$ cat src/rtl/cal_unit.sv
// cal_unit: sequential shift-add multiplier feeding a wide accumulator.
// One multiplier bit is consumed per clock (LSB first). The product is added
// to the running result on the CALC->DONE edge. cal_finish pulses for the
// single DONE cycle.
module cal_unit #(
  parameter int WIDTH = 16,
  parameter int ACC_W = 2*WIDTH+4
) (
  input  logic             clk,
  input  logic             rst,
  input  logic             cal_start,
  input  logic             acc_clr,
  input  logic [WIDTH-1:0] op_a,
  input  logic [WIDTH-1:0] op_b,
  output logic             cal_finish,
  output logic             busy,
  output logic [ACC_W-1:0] result,
  output logic             overflow
);

  localparam logic [1:0] IDLE = 2'd0;
  localparam logic [1:0] CALC = 2'd1;
  localparam logic [1:0] DONE = 2'd2;

  localparam int PW = 2*WIDTH;
  localparam int CW = $clog2(WIDTH+1);

  logic [1:0]       state;
  logic [CW-1:0]    cnt;
  logic [PW-1:0]    pp;       // partial product
  logic [PW-1:0]    a_sh;     // multiplicand, shifted left each step
  logic [WIDTH-1:0] b_sh;     // multiplier, shifted right each step
  logic             clr_q;    // acc_clr captured at accept: start from zero
  logic [PW-1:0]    pp_next;
  logic [ACC_W-1:0] acc_base;
  logic [ACC_W:0]   sum;

  // Next partial product and the final accumulate, with carry-out kept.
  always_comb begin
    pp_next  = pp + (b_sh[0] ? a_sh : '0);
    acc_base = clr_q ? '0 : result;
    sum      = {1'b0, acc_base} + (ACC_W+1)'(pp_next);
  end

  // FSM, datapath and accumulator state.
  always_ff @(posedge clk or negedge rst) begin
    if (!rst) begin
      state    <= IDLE;
      cnt      <= '0;
      pp       <= '0;
      a_sh     <= '0;
      b_sh     <= '0;
      clr_q    <= 1'b0;
      result   <= '0;
      overflow <= 1'b0;
    end else begin
      case (state)
        IDLE: begin
          if (cal_start) begin
            a_sh  <= {{WIDTH{1'b0}}, op_a};
            b_sh  <= op_b;
            pp    <= '0;
            cnt   <= '0;
            clr_q <= acc_clr;
            if (acc_clr) overflow <= 1'b0;
            state <= CALC;
          end else if (acc_clr) begin
            result   <= '0;
            overflow <= 1'b0;
          end
        end
        CALC: begin
          pp   <= pp_next;
          a_sh <= a_sh << 1;
          b_sh <= b_sh >> 1;
          cnt  <= cnt + CW'(1);
          // Fixed WIDTH steps regardless of operand values.
          if (cnt == CW'(WIDTH-1)) begin
            result <= sum[ACC_W-1:0];
            if (sum[ACC_W]) overflow <= 1'b1;
            state  <= DONE;
          end
        end
        DONE:    state <= IDLE;
        default: state <= IDLE;
      endcase
    end
  end

  assign cal_finish = (state == DONE);
  assign busy       = (state != IDLE);

endmodule

$ cat config.mk
export PLATFORM = sky130hd
export DESIGN_NAME = cal_unit
export DESIGN_NICKNAME = d
export VERILOG_FILES = /design/src/rtl/cal_unit.sv
export SDC_FILE = /design/constraint.sdc
export NUM_CORES = 1
export LEC_CHECK = 0
export CORE_MARGIN = 3
export CORE_UTILIZATION = 59
export DETAILED_ROUTE_END_ITERATION = 16
export PLACE_DENSITY = 0.81
export SYNTH_ARGS = -nofsm -noshare
export SYNTH_HDL_FRONTEND = slang
export SYNTH_SLANG_ARGS = --single-unit
$ cat constraint.sdc
create_clock -name clk -period 6.3 [get_ports clk]
set_input_delay 1.26 -clock clk [delete_from_list [all_inputs] [get_ports clk]]
set_output_delay 1.26 -clock clk [all_outputs]
set_load 0.02 [all_outputs]
* Word-level counts from Yosys, hierarchy flattened
Cells that the tools add are included.
** Storage, ports and cells
- Register bits :: 125
- Input bits :: 36
- Output and inout port bits :: 39
- Logic and storage cells :: 48
** Operators by class
- $add $sub $neg :: 3
- Equality and inequality tests :: 8
- Multiplexer cells :: 21
- Reduce and logical (&&, ||, !) cells :: 8
** Operators by type and width (number)
- 36-bit two-way mux :: 4
- 32-bit one-hot mux with 2 select lines :: 2
- 32-bit two-way mux :: 3
- 36-bit one-hot mux with 2 select lines :: 1
- 36-bit by 32-bit adder with 37-bit output :: 1
- 32-bit adder :: 1
- 16-bit one-hot mux with 2 select lines :: 1
- 16-bit two-way mux :: 1
- 2-bit != test (second input constant) :: 5
- 5-bit one-hot mux with 2 select lines :: 1
- 4-bit AND reduction :: 2
- 2-bit AND reduction :: 3
- 5-bit by 1-bit adder with 5-bit output (second input constant) :: 1
- 5-bit by 4-bit equality test with 1-bit output (second input constant) :: 1
- 5-bit two-way mux :: 1
- 2-bit two-way mux :: 2
- 2-bit one-hot mux with 2 select lines :: 1
- 2-bit nonzero test :: 2
- 1-bit two-way mux :: 3
- 2-bit by 1-bit equality test with 1-bit output (second input constant) :: 1
- 2-bit equality test (second input constant) :: 1
- 2-bit zero test :: 1
- 1-bit one-hot mux with 2 select lines :: 1

* Longest topological paths before layout
- Depth after elaboration :: 6
- Gate-level depth with buffers :: 27
- Gate-level depth less buffers :: 26

* Worst setup path after synthesis
No wires, ideal clock.
- Path kind :: reg-to-reg
- From :: register b_sh[0]
- To :: register result[27]
- Setup time :: 0.132 ns
- Data arrival time :: 5.046 ns
- Data required time :: 6.168 ns
- Path slack :: 1.122 ns
- Stages on the path, launching flop included :: 27
- Path buffers :: 1
- Clock period less this slack :: 5.178 ns
- Cells stage by stage :: dfrtp_1 -> clkbuf_1 -> and2_1 -> ha_1 -> a21o_1 -> a31oi_1 -> o221ai_1 -> or2_2 -> and2_1 -> o21ai_0 -> nand2b_1 -> a21boi_0 -> o21bai_1 -> a21oi_1 -> xnor2_1 -> ha_1 -> and4_1 -> and3_1 -> o21a_1 -> a221oi_2 -> o31ai_2 -> a311o_2 -> a21boi_2 -> nor2_1 -> nor2_1 -> xor2_1 -> o21ai_1
** Between the ends
- Cells in the longest elaborated chain, start to end :: 5
** RTL lines
- from (decl) :: RTL line 32 : logic [WIDTH-1:0] b_sh;
- from (signal assigned) :: RTL line 61 : b_sh <= op_b;
- from (signal assigned) :: RTL line 75 : b_sh <= b_sh >> 1;
- 32-bit two-way mux :: RTL line 40 : pp_next = pp + (b_sh[0] ? a_sh : '0);
- 32-bit adder :: RTL line 40
- 36-bit by 32-bit adder with 37-bit output :: RTL line 42 : sum = {1'b0, acc_base} + (ACC_W+1)'(pp_next);
- 36-bit two-way mux :: RTL line 78 : if (cnt == CW'(WIDTH-1)) begin
- 36-bit one-hot mux with 2 select lines :: RTL line 57 : case (state)
- to (signal assigned) :: RTL line 79 : result <= sum[ACC_W-1:0];
- to (decl) :: RTL line 17 : output logic [ACC_W-1:0] result,
Every way passes these cells. The select of a mux whose other input is x is not followed.
A chain may end at the register's enable or synchronous reset.

* Final worst setup path
- From :: register b_sh[0]
- To :: register result[33]
The elaborated chain is that of the path after synthesis.

==> impl_metrics.yaml <==
run_status:
  status: "completed"
synthesis:
  syn_nets: 1065
  syn_avg_cell_area_um2: 8.63
  ys_async_sr_fraction_pct: 100
  syn_inst: 962
  ys.flop_type: "dfrtp_1"
  synth_area_um2: 8310
  synth_cell_types: 73
  synth_edf_count: 0
  yosysWarnings: 0
  synth.ff_latch_count: 125
  ys_seq_area_share_pct: 37.7
timing:
  period_minus_slack_ns: 5.83
  tns_ns: 0
  slew_violations: 0
  rsz0062_at_grt: "false"
  fin_crit_sh_pct: 92.5
  max-slew-margin-rel_pct: 25.8
  max_freq_mhz: 172
  setup-violations-final: 0
  tightest_slew_ns: 1.11
  finalHoldViolCount: 0
  clock-skew-final_ns: 0.0104
global_route:
  grt_max_degree: 73
  grt_antenna_before_repair: 0
  gr-total-overflow: 0
  track_usage_pct: 26.8
  grt_pass1_wl_um: 34500
  grt_pass1_vias: 7078
worst_setup_path:
  crit_path_max_fanout: 13
  cp_num_buf_inv: 0
  slowest_delay_ns: 0.50
  startpoint_type: "register"
  end_kind: "register"
  cpLargestDelayFamily: "compound AO/OA/AOI/OAI gates"
  critPathSlowestCell: "dfrtp_1"
  crit_required_ns: 6.63
  arrival_ns: 6.16
  crit_type: "register to register"
clock_network:
  cts_sinks: 125
  post_cts_buffers: 0
  clockBufferDepth: 2
  cts_max_level: 4
  clockRootBuffer: "clkbuf_16"
  cts_tree: "done"
  clk_pin_slew_ns: 0.06
  clock_latency_ns: 0.42
  numCtsBuffers: 17
final_layout:
  area_growth_pct: 18.0
  final_nets: 1124
  n_antenna_cell: 0
  drive_gt1_share_pct: 6.77
detailed_routing:
  via_per_inst: 5.97
  first_pass_iters: 5
  drc_errors: 0
  wl_per_cell_um: 17.0
  drt_iter0_drc: 600
  drt_wl_total_um: 20600
  ant_nets: 0
  vias: 7223
floorplanning:
  fp.dieW_um: 125
  rows: 42
  io_pins: 75
  core_um2: 13500
  die_area_um2: 15500
  die_h_um: 125
  initial_utilization_pct: 61.5
placement:
  place_hpwl_um: 13700
  io_buffer_count: 74
  place_congestion: 0.937
min_path:
  hold_class: "register to register"
run:
  maxCapViolations: 0
through the flow:
| step | hold WS (ns) | worst slack (ns) | util [%] | instances | instance area [um2] |
|---|---|---|---|---|---|
| after floorplan | 0.449 | 1.12 | - | 962 | 8310 |
| after global placement | 0.472 | 0.800 | 68.0 | 1178 | 9180 |
| after detailed placement | 0.474 | 0.670 | 68.0 | 1178 | 9180 |
| after CTS | 0.483 | 0.531 | 72.5 | 1210 | 9800 |
| after global routing | 0.507 | 0.0185 | 72.6 | 1210 | 9800 |
| final | 0.484 | 0.474 | 72.6 | 1210 | 9800 |
cell usage after synthesis (3+ instances only):
cell | number | share of area (%)
a211oi_1 | 4 | 0.36
a21o_1 | 26 | 2.4
a21oi_1 | 47 | 2.8
a22o_1 | 12 | 1.3
a31oi_1 | 8 | 0.60
and2_1 | 36 | 2.7
and3_1 | 5 | 0.38
clkbuf_1 | 41 | 1.9
dfrtp_1 | 125 | 38
ha_1 | 65 | 9.8
inv_1 | 20 | 0.90
nand2_1 | 148 | 6.7
nand2b_1 | 9 | 0.68
nand3_1 | 22 | 1.3
nand4_1 | 5 | 0.38
nor2_1 | 91 | 4.1
nor2b_1 | 40 | 3.0
nor3_1 | 5 | 0.30
o21a_1 | 5 | 0.45
o21ai_0 | 78 | 4.7
o21ai_1 | 12 | 0.72
o21bai_1 | 9 | 0.81
o22ai_1 | 31 | 2.3
o2bb2ai_1 | 3 | 0.32
xnor2_1 | 36 | 3.8
xor2_1 | 21 | 2.2
sequential cells by signal, summed over array words and instances (netlist names):
register  count
pp           32
b_sh         16
cnt           5
state         2
result       36
overflow      1
a_sh         32
clr_q         1
cell type report:
class | instances | area, um2
Inverter | 20 | 75.1
Tap cell | 176 | 220
Sequential cell | 125 | 3130
Fill cell | 994 | 3710
Clock buffer | 18 | 429
Multi-Input combinational cell | 774 | 4960
Clock inverter | 14 | 185
Timing Repair Buffer | 83 | 806
worst paths after layout:
kind	start	to	slack [ns]	cells after the start
max in group asynchronous	rst	pp[14]	4.08	2
worst max-delay path	b_sh[0]	result[33]	0.47	25
worst min-delay path	cnt[3]	cnt[3]	0.48	1
worst max register to register	b_sh[0]	result[33]	0.47	25
min in group asynchronous	rst	b_sh[6]	0.95	1
worst min register to register	cnt[3]	cnt[3]	0.48	1
cells in the final DEF, fill, tap and decap left out, types with 21 or more instances in the layout:
master and count:
and2_1 36, clkdlybuf4s50_1 73, o22ai_1 31, a21o_1 26, nand2_1 147, nand3_1 22, ha_1 65, a21oi_1 46
nor2b_1 39, dfrtp_1 125, o21ai_0 78, nor2_1 91, xor2_1 21, xnor2_1 36
cell families (layout without fill, tap and decap cells):
group                    count (synthesis)  in the layout  synth area share, %
AND/OR/NAND/NOR                        374            374                 20.9
XOR/XNOR                                60             60                 6.67
multiplexers                             1              1                0.121
AO/OA/AOI/OAI                          272            272                 21.5
adder cells (fa/ha/maj)                 67             67                 10.3
flip-flops                             125            125                 37.7
buffers and inverters                   63            135                 2.86
what timing repair did:
item	4_1_cts	5_1_grt
endpoints found under the setup margin	0	3
resized for setup	0	1
hold buffers	0	0
per-layer routing:
layer	global-route usage [%]	vias to the layer above	routed length [um]	part of all wire (%)
li1	-	3499	-	-
met1	35.1	3476	9130	44
met2	45.1	214	10200	50
met3	5.32	34	872	4.2
met4	8.25	0	395	1.9
met5	0	-	0	0
Power is left out: the tool's default activity adds up to more than one toggle a clock period on the data nets, which glitch-free logic cannot reach.
